[config.mk]
export PLATFORM = sky130hd
export DESIGN_NAME = noc_switch_allocator
export DESIGN_NICKNAME = d
export VERILOG_FILES = /design/src/rtl/noc_pkg.sv /design/src/rtl/noc_switch_allocator_rr_arbiter.sv /design/src/rtl/noc_switch_allocator.sv
export SDC_FILE = /design/constraint.sdc
export NUM_CORES = 1
export LEC_CHECK = 0
export ABC_AREA = 1
export CAP_MARGIN = 20
export CORE_UTILIZATION = 45
export DETAILED_ROUTE_END_ITERATION = 10
export RECOVER_POWER = 50
export SLEW_MARGIN = 20
export SYNTH_ARGS = -nofsm -noshare
export SYNTH_HDL_FRONTEND = slang
export SYNTH_SLANG_ARGS = --single-unit
[constraint.sdc]
create_clock -name clk -period 10 [get_ports clk]
set_input_delay 2 -clock clk [delete_from_list [all_inputs] [get_ports clk]]
set_output_delay 2 -clock clk [all_outputs]
set_load 0.02 [all_outputs]
[src/rtl/noc_pkg.sv]
// rtl/noc_pkg.sv - shared port indices, vector type and output state enum for the switch allocator
package noc_pkg;

    localparam int NPORT = 5;

    localparam int DIR_N = 0;
    localparam int DIR_E = 1;
    localparam int DIR_W = 2;
    localparam int DIR_S = 3;
    localparam int DIR_L = 4;

    typedef logic [NPORT-1:0] port_vec_t;

    typedef enum logic {
        OUT_IDLE,
        OUT_LOCKED
    } out_state_e;

endpackage

[src/rtl/noc_switch_allocator_rr_arbiter.sv]
// rtl/noc_switch_allocator_rr_arbiter.sv - combinational round-robin arbiter, first request at or above ptr wins
module rr_arbiter
    import noc_pkg::*;
#(
    parameter int N  = NPORT,
    parameter int PW = (N > 1) ? $clog2(N) : 1
) (
    input  logic [N-1:0]  req,
    input  logic [PW-1:0] ptr,
    output logic [N-1:0]  gnt
);

    // scan from ptr upward with wrap-around; the first requester found wins
    always_comb begin
        logic found;
        found = 1'b0;
        gnt   = '0;
        for (int k = 0; k < N; k++) begin
            if (!found && req[(int'(ptr) + k) % N]) begin
                gnt[(int'(ptr) + k) % N] = 1'b1;
                found = 1'b1;
            end
        end
    end

endmodule

[src/rtl/noc_switch_allocator.sv]
// rtl/noc_switch_allocator.sv - credit-based wormhole switch allocator with per-output round-robin
module noc_switch_allocator #(
    parameter int NPORT   = 5,
    parameter int CREDITS = 4,
    parameter int CW      = $clog2(CREDITS + 1)
) (
    input  logic                         clk,
    input  logic                         rst,
    input  logic [NPORT-1:0]             req_valid,
    input  logic [NPORT-1:0][NPORT-1:0]  req_dest,
    input  logic [NPORT-1:0]             req_tail,
    input  logic [NPORT-1:0]             credit_in,
    output logic [NPORT-1:0]             grant,
    output logic [NPORT-1:0]             out_valid,
    output logic [NPORT-1:0][NPORT-1:0]  xbar_sel,
    output logic                         credit_err
);

    import noc_pkg::*;

    localparam int PW = (NPORT > 1) ? $clog2(NPORT) : 1;

    out_state_e          state_q [NPORT];
    out_state_e          state_d [NPORT];
    logic [PW-1:0]       owner_q [NPORT];
    logic [PW-1:0]       owner_d [NPORT];
    logic [PW-1:0]       ptr_q   [NPORT];
    logic [PW-1:0]       ptr_d   [NPORT];
    logic [CW-1:0]       cnt_q   [NPORT];
    logic [CW-1:0]       cnt_d   [NPORT];
    logic                err_q, err_d;

    logic [NPORT-1:0]             dest_ok;
    logic [NPORT-1:0][NPORT-1:0]  cand;    // cand[o][i]: input i wants output o
    logic [NPORT-1:0][NPORT-1:0]  rr_gnt;
    logic [NPORT-1:0][NPORT-1:0]  sel;     // sel[o][i]: input i drives output o this cycle
    logic [NPORT-1:0]             won;
    logic [PW-1:0]                win [NPORT];

    // candidate matrix; malformed destinations (zero or multi-hot) never compete
    always_comb begin
        dest_ok = '0;
        cand    = '0;
        for (int i = 0; i < NPORT; i++) begin
            dest_ok[i] = (req_dest[i] != '0) && ((req_dest[i] & (req_dest[i] - 1'b1)) == '0);
            for (int o = 0; o < NPORT; o++) begin
                cand[o][i] = req_valid[i] & dest_ok[i] & req_dest[i][o];
            end
        end
    end

    genvar g;
    generate
        for (g = 0; g < NPORT; g++) begin : g_arb
            rr_arbiter #(.N(NPORT), .PW(PW)) u_arb (
                .req (cand[g]),
                .ptr (ptr_q[g]),
                .gnt (rr_gnt[g])
            );
        end
    endgenerate

    // per-output selection: arbiter when idle, owner only when locked, nothing without credit
    always_comb begin
        sel   = '0;
        won   = '0;
        grant = '0;
        for (int o = 0; o < NPORT; o++) begin
            win[o] = '0;
            if (!rst && cnt_q[o] != '0) begin
                if (state_q[o] == OUT_IDLE) begin
                    sel[o] = rr_gnt[o];
                end else if (cand[o][owner_q[o]]) begin
                    sel[o][owner_q[o]] = 1'b1;
                end
            end
            won[o] = |sel[o];
            for (int i = 0; i < NPORT; i++) begin
                if (sel[o][i]) begin
                    win[o] = PW'(i);
                end
            end
            grant = grant | sel[o];
        end
        out_valid = won;
        xbar_sel  = sel;
    end

    // next state: lock on non-tail, release and advance pointer on tail, credit bookkeeping
    always_comb begin
        err_d = err_q;
        for (int o = 0; o < NPORT; o++) begin
            state_d[o] = state_q[o];
            owner_d[o] = owner_q[o];
            ptr_d[o]   = ptr_q[o];
            cnt_d[o]   = cnt_q[o];
            if (won[o]) begin
                if (req_tail[win[o]]) begin
                    state_d[o] = OUT_IDLE;
                    ptr_d[o]   = (win[o] == PW'(NPORT - 1)) ? '0 : win[o] + 1'b1;
                end else begin
                    state_d[o] = OUT_LOCKED;
                    owner_d[o] = win[o];
                end
            end
            if (won[o] && !credit_in[o]) begin
                cnt_d[o] = cnt_q[o] - 1'b1;
            end else if (!won[o] && credit_in[o]) begin
                if (cnt_q[o] == CW'(CREDITS)) begin
                    err_d = 1'b1;
                end else begin
                    cnt_d[o] = cnt_q[o] + 1'b1;
                end
            end
        end
    end

    // state registers; reset drops all locks and refills every credit counter
    always_ff @(posedge clk) begin
        if (rst) begin
            for (int o = 0; o < NPORT; o++) begin
                state_q[o] <= OUT_IDLE;
                owner_q[o] <= '0;
                ptr_q[o]   <= '0;
                cnt_q[o]   <= CW'(CREDITS);
            end
            err_q <= 1'b0;
        end else begin
            for (int o = 0; o < NPORT; o++) begin
                state_q[o] <= state_d[o];
                owner_q[o] <= owner_d[o];
                ptr_q[o]   <= ptr_d[o];
                cnt_q[o]   <= cnt_d[o];
            end
            err_q <= err_d;
        end
    end

    assign credit_err = err_q;

endmodule
==> run_results.csv, run 1 <==
group,metric,value,unit
status,status,"completed",
timing,rsz0062_at_grt,"false",
global_routing,grt_pass1_vias,14050,
floorplan,initial_core_util,0.4591,
pwr,p_seq_frac,0.068,
route,wirelength,41350,um
timing,min_period,8602,ps
pwr,clkPwrFrac,0.035,
route,via_per_inst,5.307,
layout,area_growth,8.570,%
layout,antennaDiodeCount,0,
synth,seq_area_frac_synth,0.07463,
global_routing,grt_pass1_wl,67280,um
placement,dp_hpwl,34000,um
synth,syn_area_per_cell,5.605,um2
route,dr.pass1.iters,8,
pwr,intPower,1.937,mW
critical_path,reg2reg_depth,33,
timing,hold_viol_final,0,
critical_path,cp-startpoint,"ptr_q[0][0]",
critical_path,r2r_end,"cnt_q[0][2]",
floorplan,io_pins,78,
critical_path,crit-reg2reg-launch,"ptr_q[0][0]",
layout,final_common_cell,"nand2_1",
floorplan,coreArea,29800,um2
clocking,cts_tree,"done",
floorplan,die_area,31100,um2
clocking,post_cts_resized,0,
global_routing,grt_max_degree,32,
timing,min_period_over_period,0.8602,
floorplan,rows,63,
pwr,peakVddDrop,0.0002670,V
clocking,clk_latency,300,ps
critical_path,crit_buf_inv,6,
synth,synth_area_leaders,"nand2_1, ha_1, inv_1, nand3_1, dfxtp_1",
worst_hold_path,hp-class,"flip-flop to flip-flop",
layout,final_nets,2707,
run,max-cap-violations,0,
route,drt_iter0_markers,975,
worst_hold_path,hp-start,"cnt_q[0][9]",
critical_path,crit_path_frequent_cell,"nand2_1",
worst_hold_path,worstHoldEndpoint,"cnt_q[0][9]",
clocking,clkTransAtPathRegs,70,ps
synth,ys_seq_elements,51,
route,antenna_left,0,
pwr,pwr-share-comb,0.898,
synth,netlist_area,13680,um2
synth,synth_fp_nets,2646,
critical_path,worstSetupStartpointType,"flip-flop",
critical_path,cpMaxStageDelayCell,"dfxtp_1",
global_routing,track_usage,0.2621,
pwr,total_power,5.354,mW
clocking,cts_buffers,5,
clocking,clock_sinks,51,
synth,yosysTopAreaCellShare,0.1756,
critical_path,cp_max_fo,17,
clocking,clock-root-buffer,"clkbuf_16",
critical_path,arrival,6600,ps
clocking,holdBufCountCts,0,
critical_path,cpLargestDelayFamily,"simple AND/OR/NAND/NOR gates",
layout,final_util,0.4985,
route,drc,0,
route,via_count,15350,
placement,place_area,14830,um2
synth,synth_cell_types,66,
layout,post_route_cells_drive_above_1_share,0.07194,
critical_path,required,8000,ps
timing,max_freq,116.2,MHz
worst_hold_path,hold_depth,1,
timing,max_slew.worst_pin.slew,843.3,ps
floorplan,die_h,176.4,um
timing,timing.slew.headroom,0.4357,
synth,syn_inst,2441,
pwr,p_sw_frac,0.6382,
layout,fill_cells,3272,
placement,portBuffers,77,
placement,gp_congestion,0.9335,
clocking,htreeDepth,2,
timing,drv_slew,0,
pwr,switchingPower,3.417,mW
layout,design_area,14850,um2
global_routing,overflow,0,
critical_path,max_stage_delay,780,ps
pwr,power.leakage,8.062,nW
clocking,post_cts_buffers,0,
timing,setup_viol,0,
route,wire_per_inst,14.30,um
synth,yosys.area.top_type,"nand2_1",
critical_path,crit_type,"flip-flop to output pin",
floorplan,die_w,176.4,um
critical_path,r2r_slack,3140,ps
global_routing,antenna_found_initial,1,
critical_path,critPathCaptureType,"output pin",
timing,tns,0,ps
timing,skew,4.769,ps
pwr,p_per_area,360.4,nW/um2
layout,final_cell_mix,"nand2_1, inv_1, nor2_1, nand3_1, ha_1",
synth,yosys_warnings,0,
clocking,clockBufferDepth,2,
-- registers in the layout, summed over array words and instances (netlist names) --
signal	cells
cnt_q	15
ptr_q	15
owner_q	15
credit_err	1
state_q	5
-- routing by layer --
layer  track usage  routed length, um  vias up
met5             0                  0        -
met4       0.06501                956        0
met3       0.02735               2028       63
met2        0.4654              19370      343
met1        0.3359              19000     6935
li1              -                  -     8008
-- cells by family after synthesis --
family                   Yosys count  synth area share
flip-flops                        51           0.07463
multiplexers                       1         0.0007317
adder cells (fa/ha/maj)          163            0.1529
XOR/XNOR                          40           0.02890
AO/OA/AOI/OAI                    313            0.1367
AND/OR/NAND/NOR                 1423            0.4791
buffers and inverters            450            0.1269
-- power by group through the flow --
stage	Clock [mW]	Sequential [mW]	Combinational, mW
floorplan	0	0.331	3.70
global placement	0	0.366	4.80
detailed placement	0	0.367	4.85
CTS	0.189	0.363	4.87
global route	0.197	0.375	5.43
finish	0.186	0.363	4.80
-- through the flow --
step | hold WS, ps | worst slack [ps] | cells
floorplan | 443.5 | 3677 | 2441
global placement | 458.3 | 2041 | 2885
detailed placement | 467.9 | 2001 | 2885
CTS | 487.6 | 1950 | 2892
global route | 495.1 | 894.5 | 2892
finish | 486.6 | 1398 | 2892
-- cell type report --
| type | count | area, um2 | share of cell area |
|---|---|---|---|
| timing repair buffer | 84 | 823.3 | 0.05543 |
| tap | 390 | 488.0 | 0.03285 |
| clock inverter | 1 | 8.758 | 0.0005897 |
| clock buffer | 6 | 138.9 | 0.009351 |
| sequential | 51 | 1021 | 0.06874 |
| inverter | 420 | 1577 | 0.1061 |
| multi-input combinational | 1940 | 10800 | 0.7269 |
-- cell usage after synthesis (all sizes together) --
library cell / number
o41ai: 1
a2111o: 1
clkinv: 4
a311o: 1
xor2: 35
clkbuf: 13
fa: 7
or4: 1
a22o: 1
dfxtp: 51
nor3: 67
o31ai: 10
or3: 1
nand3: 263
and3: 6
nand4: 60
a2111oi: 2
a21boi: 2
a221oi: 4
nand2: 710
nor2: 286
a211oi: 6
nor4: 9
a22oi: 2
inv: 416
a21oi: 115
o22ai: 4
or2: 8
ha: 156
o2111ai: 1
nor2b: 1
o211ai: 17
xnor2: 5
nand3b: 7
nor3b: 4
a31oi: 19
o21a: 5
o21bai: 3
buf: 17
o21ai: 119
mux2i: 1
-- how the worst max path moves through the flow --
stage | endpoint | slack (ps) | depth (start not counted)
after floorplan | grant[2] | 3680 | 33
after global placement | grant[4] | 2040 | 18
after detailed placement | grant[4] | 2000 | 18
after CTS | grant[4] | 1950 | 29
after global routing | out_valid[0] | 890 | 27
final | out_valid[0] | 1400 | 27
(Power assumes the default switching activity.)
==> run 2: changes to the inputs <==
--- a/config.mk
+++ b/config.mk
@@ -9,6 +9,7 @@
 export CAP_MARGIN = 20
 export CORE_UTILIZATION = 45
 export DETAILED_ROUTE_END_ITERATION = 10
+export MAX_ROUTING_LAYER = met4
 export RECOVER_POWER = 50
 export SLEW_MARGIN = 20
 export SYNTH_ARGS = -nofsm -noshare
==> run 2 against run 1 <==
Compared with the run above: sequential share of layout area about the same; first-iteration DRC count grew 20%; global-route usage increased by 1.4 points; routed wire length rose by 1.1%; critical endpoint unchanged.
==> run_results.csv, run 2 (synthesis gave the netlist of run 1 again) <==
group,metric,value,unit
timing,hold_viol_final,0,
floorplan,initial_core_util,0.4591,
critical_path,required,8000,ps
clocking,clock-root-buffer,"clkbuf_16",
floorplan,die_area,31100,um2
route,wirelength,41800,um
route,dr_wl_met3,1817,um
route,drc,0,
critical_path,critPathCaptureType,"output pin",
layout,post_route_cells_drive_above_1_share,0.07117,
clocking,clock_sinks,51,
critical_path,reg2reg_depth,33,
timing,min_period_over_period,0.8594,
status,status,"completed",
timing,setup_viol,0,
layout,multiInputGateArea,10810,um2
layout,area_growth,8.616,%
global_routing,track_usage,0.2760,
timing,timing.slew.headroom,0.4075,
timing,max_slew.worst_pin.slew,885.5,ps
route,via_count,15360,
global_routing,antenna_found_initial,1,
critical_path,cp-startpoint,"ptr_q[0][0]",
route,dr_wl_met2,19260,um
layout,register_area,1021,um2
worst_hold_path,hold_depth,1,
global_routing,grt_pass1_wl,68660,um
critical_path,cp_max_fo,17,
clocking,post_cts_resized,0,
floorplan,coreArea,29800,um2
timing,drv_slew,0,
clocking,cts_tree,"done",
floorplan,io_pins,78,
timing,rsz0062_at_grt,"false",
clocking,clk_latency,300,ps
timing,max_freq,116.4,MHz
layout,antennaDiodeCount,0,
global_routing,grt_pass1_vias,14300,
layout,final_common_cell,"nand2_1",
route,antenna_left,0,
placement,dp_hpwl,34080,um
pwr,p_per_area,362.5,nW/um2
clocking,htreeDepth,2,
route,dr.pass1.iters,7,
worst_hold_path,hp-class,"flip-flop to flip-flop",
critical_path,crit-reg2reg-launch,"ptr_q[0][0]",
pwr,total_power,5.387,mW
floorplan,rows,63,
layout,fill_cells,3196,
timing,skew,4.861,ps
floorplan,die_w,176.4,um
critical_path,worstSetupStartpointType,"flip-flop",
layout,final_util,0.4987,
layout,final_cell_mix,"nand2_1, inv_1, nor2_1, nand3_1, ha_1",
global_routing,grt_max_degree,31,
worst_hold_path,hp-start,"cnt_q[0][8]",
clocking,post_cts_buffers,0,
timing,min_period,8594,ps
route,wire_per_inst,14.46,um
placement,portBuffers,77,
route,via_per_inst,5.312,
clocking,clkTransAtPathRegs,70,ps
route,drt-met1-wl,19550,um
run,max-cap-violations,0,
critical_path,arrival,6590,ps
timing,holdWs,475.0,ps
global_routing,overflow,0,
pwr,peakVddDrop,0.0002351,V
route,top_layer_used,"met4",
route,drt_iter0_markers,1168,
timing,tns,0,ps
placement,gp_congestion,0.9474,
clocking,clockBufferDepth,2,
floorplan,die_h,176.4,um
layout,final_nets,2706,
clocking,cts_buffers,5,
clocking,holdBufCountCts,0,
layout,top_regs,"cnt_q (15), owner_q (15), ptr_q (15)",
pwr,power.leakage,8.044,nW
critical_path,crit_type,"flip-flop to output pin",
==> run 2: cell types whose count changed in the layout (fill, tap and decap cells not counted), moves of 2 or more <==
cell,change
nand3_1,+2
nand3_2,-2
nand4_1,-2
nand4_4,+2
o21ai_1,-2
==> run 2: where the power goes <==
| group | internal (mW) | switching (mW) | leakage (nW) | total, mW |
|---|---|---|---|---|
| sequential | 0.268 | 0.101 | 0.419 | 0.370 |
| clock | 0.0997 | 0.0889 | 0.0733 | 0.189 |
| combinational | 1.57 | 3.25 | 7.55 | 4.83 |
| total | 1.94 | 3.44 | 8.04 | 5.39 |
==> run 2: worst max-delay path, stage by stage, from the launching register on <==
cell and delay [ps]:
dfxtp_1 780, inv_1 430, ha_1 340, inv_1 90, ha_1 190, inv_1 100, ha_1 230, o31ai_1 500
xor2_1 350, inv_1 120, ha_1 210, or2_2 310, nand3_1 130, nand2_1 80, nand2_1 60, nand2_1 120
nor2_1 180, nand3_1 120, nand2_1 70, o21ai_0 80, nor2_1 290, nand3_1 120, nand3_1 100, nand2_1 130
nand2_1 160, nor2_1 60, nand2_1 260, clkdlybuf4s50_1 670
==> run 2: layout make-up <==
type | instances | area share
multi-input combinational | 1940 | 0.7275
inverter | 420 | 0.1061
sequential | 51 | 0.06871
timing repair buffer | 83 | 0.05490
tap | 390 | 0.03284
clock buffer | 6 | 0.009347
clock inverter | 1 | 0.0005894
==> run 2: metal layers <==
layer,GRT usage,up-vias
met3,0.02541,72
met2,0.4701,375
met5,-,-
met4,0.07830,0
met1,0.3453,6915
li1,-,7994
==> run 2: metrics by stage <==
step	cells	area, um2	setup WS (ps)
floorplan	2441	13680	3677
global placement	2884	14820	1961
detailed placement	2884	14820	1924
CTS	2891	14970	1912
global route	2891	14860	798.5
finish	2891	14860	1406
==> run 2: path summary, 6_finish.rpt <==
check                           slack, ps            to
worst max-delay path                 1410  out_valid[0]
worst min register to register        480   cnt_q[0][8]
worst min-delay path                  480   cnt_q[0][8]
worst max register to register       3150   cnt_q[0][2]
==> run 3: changes to the inputs <==
--- a/config.mk
+++ b/config.mk
@@ -11,7 +11,7 @@
 export DETAILED_ROUTE_END_ITERATION = 10
 export MAX_ROUTING_LAYER = met4
 export RECOVER_POWER = 50
-export SLEW_MARGIN = 20
 export SYNTH_ARGS = -nofsm -noshare
 export SYNTH_HDL_FRONTEND = slang
+export SYNTH_HIERARCHICAL = 1
 export SYNTH_SLANG_ARGS = --single-unit
==> run 3 against run 2 <==
Compared with the run above: design area increased by 12%; synthesized area up 12%; clock power up 15%; hold slack improved by 4.2 ps; largest power group unchanged; cell count up 10%; critical path depth is 8 higher; critical path type unchanged; non-clock buffer count stayed put; maximum frequency down 1.8%; worst setup slack got worse by 160 ps; register-to-register slack got worse by 140 ps; via count up 9.7%.
==> run_results.csv, run 3 <==
group,metric,value,unit
status,status,"completed",
floorplan,io_pins,78,
synth,syn_inst,2668,
placement,place_area,16490,um2
route,wire_per_inst,14.74,um
floorplan,rows,67,
route,drc,0,
worst_hold_path,hold_depth,1,
synth,synth_cell_types,61,
synth,ys_seq_elements,51,
route,via_count,16850,
critical_path,arrival,6750,ps
floorplan,die_area,34740,um2
placement,portBuffers,77,
timing,min_period,8754,ps
timing,fin_ws,1246,ps
placement,gp_congestion,1.004,
clocking,clock_sinks,51,
clocking,post_cts_resized,0,
timing,max_freq,114.2,MHz
clocking,clock-root-buffer,"clkbuf_16",
critical_path,critPathCaptureType,"output pin",
floorplan,die_h,186.4,um
timing,timing.slew.headroom,0.4583,
timing,rsz0062_at_grt,"false",
route,antenna_left,0,
pwr,clkPwrFrac,0.055,
synth,synthFlopType,"dfxtp_1",
pwr,switchingPower,2.460,mW
critical_path,cpMaxStageDelayCell,"dfxtp_1",
pwr,total_power,3.954,mW
layout,register_area,1021,um2
floorplan,initial_core_util,0.4573,
synth,yosysTopAreaCellShare,0.1642,
synth,seq_area_frac_synth,0.06674,
run,max-cap-violations,0,
pwr,p_per_area,238.5,nW/um2
placement,dp_worst_setup_slack,1775,ps
clocking,clkTransAtPathRegs,80,ps
route,via_per_inst,5.298,
global_routing,grt_max_degree,32,
synth,yosysMostFrequentCell,"nand2_1",
layout,final_common_cell,"nand2_1",
critical_path,max_stage_delay,850,ps
route,wirelength,46880,um
synth,yosys.area.top_type,"nand2_1",
global_routing,grt_pass1_wl,76940,um
clocking,clk_latency,310,ps
clocking,clockBufferDepth,2,
timing,setup_viol,0,
layout,top_regs,"cnt_q (15), owner_q (15), ptr_q (15)",
layout,area_growth,8.392,%
layout,final_nets,2935,
layout,final_cell_mix,"nand2_1, inv_1, nand3_1, nor2_1, ha_1",
critical_path,required,8000,ps
timing,tns,0,ps
clocking,cts_tree,"done",
pwr,pwr-share-comb,0.861,
timing,hold_viol_final,0,
layout,post_route_cells_drive_above_1_share,0.1417,
synth,syn_area_per_cell,5.734,um2
clocking,cts_buffers,5,
pwr,p_seq_frac,0.084,
pwr,p_sw_frac,0.6220,
clocking,post_cts_buffers,0,
synth,synth_edf_count,0,
synth,synthTopCellsByCount,"nand2_1, inv_1, nand3_1",
critical_path,crit_type,"flip-flop to output pin",
global_routing,overflow,0,
global_routing,antenna_found_initial,2,
global_routing,grt_pass1_vias,15590,
synth,netlist_area,15300,um2
layout,design_area,16580,um2
layout,fill_cells,3608,
synth,synth_fp_nets,2873,
layout,multiInputGateArea,12340,um2
route,dr.pass1.iters,6,
placement,dp_hpwl,38740,um
synth,yosys_warnings,6,
clocking,htreeDepth,2,
pwr,intPower,1.495,mW
worst_hold_path,hp-class,"flip-flop to flip-flop",
synth,synthArstFlopShare,0,
critical_path,worstSetupStartpointType,"flip-flop",
critical_path,crit_path_frequent_cell,"nand2_1",
global_routing,track_usage,0.2732,
pwr,power.leakage,8.589,nW
timing,skew,15.46,ps
route,drt_iter0_markers,1186,
timing,min_period_over_period,0.8754,
timing,drv_slew,0,
floorplan,die_w,186.4,um
clocking,holdBufCountCts,0,
synth,synth_area_leaders,"nand2_1, ha_1, nand3_1, inv_1, nor2_1",
floorplan,coreArea,33450,um2
critical_path,cp_max_fo,20,
pwr,peakVddDrop,0.0001761,V
critical_path,reg2reg_depth,41,
timing,max_slew.worst_pin.slew,811.5,ps
[run 3: cell types whose count changed in the layout (fill, tap and decap cells not counted), moves of 46 or more]
cell     previous run  this run
nand4_1            56       126
nand2_2            51       128
nand3_1           240       325
a21oi_1           114        61
inv_2              27        77
nor3_1             66        20
[run 3: layout make-up]
type	instances	share of cell area
Sequential cell	51	0.06158
Timing Repair Buffer	83	0.05041
Inverter	432	0.09885
Antenna cell	2	0.0003018
Clock buffer	6	0.008376
Clock inverter	2	0.002339
Multi-Input combinational cell	2157	0.7443
Tap cell	448	0.03381
[run 3: worst paths after layout]
kind	to	startpoint	slack [ps]
max	out_valid[3]	ptr_q[0][9]	1250
min	cnt_q[0][3]	cnt_q[0][3]	480
max reg2reg	cnt_q[0][11]	ptr_q[0][9]	3010
min reg2reg	cnt_q[0][3]	cnt_q[0][3]	480
[run 3: per-stage QoR]
step | cells | hold slack (ps) | utilization
6_report | 3181 | 479.2 | 0.4957
5_1_grt | 3181 | 512.4 | 0.4957
4_1_cts | 3178 | 478.9 | 0.4983
3_5_place_dp | 3170 | 461.7 | 0.4930
3_3_place_gp | 3170 | 459.7 | 0.4930
2_1_floorplan | 2668 | 443.1 | -
[run 3: kinds of logic (layout without fill, tap and decap cells)]
group | Yosys count | in the layout | share of synthesized area
simple gates | 1705 | 1705 | 0.5535
buf+inv | 460 | 523 | 0.1187
compound gates | 266 | 266 | 0.1102
fa+ha+maj | 163 | 163 | 0.1358
flops | 51 | 51 | 0.06674
xor+xnor | 23 | 23 | 0.01513
other cells | 0 | 2 | 0
[run 3: critical path: cells and delay by family, from the launching register on]
kind,cells,cell delay (ps)
flops,1,850
simple gates,21,2540
xor+xnor,1,300
fa+ha+maj,4,1070
buf+inv,9,1640
[run 3: power groups by stage]
stage          Clock [mW]  Sequential (mW)  Combinational [mW]
2_1_floorplan           0            0.309                2.61
3_3_place_gp            0            0.335                3.39
3_5_place_dp            0            0.335                3.43
4_1_cts             0.218            0.331                3.45
5_1_grt             0.225            0.341                3.86
6_report            0.217            0.332                3.41
[run 3: per-layer routing]
layer  track usage  routed length (um)  vias to the layer above
met4       0.05149                 843                        0
li1              -                   -                     8788
met3       0.04514                2843                       42
met5             -                   0                        -
met2        0.4427               20980                      386
met1        0.3571               22220                     7636
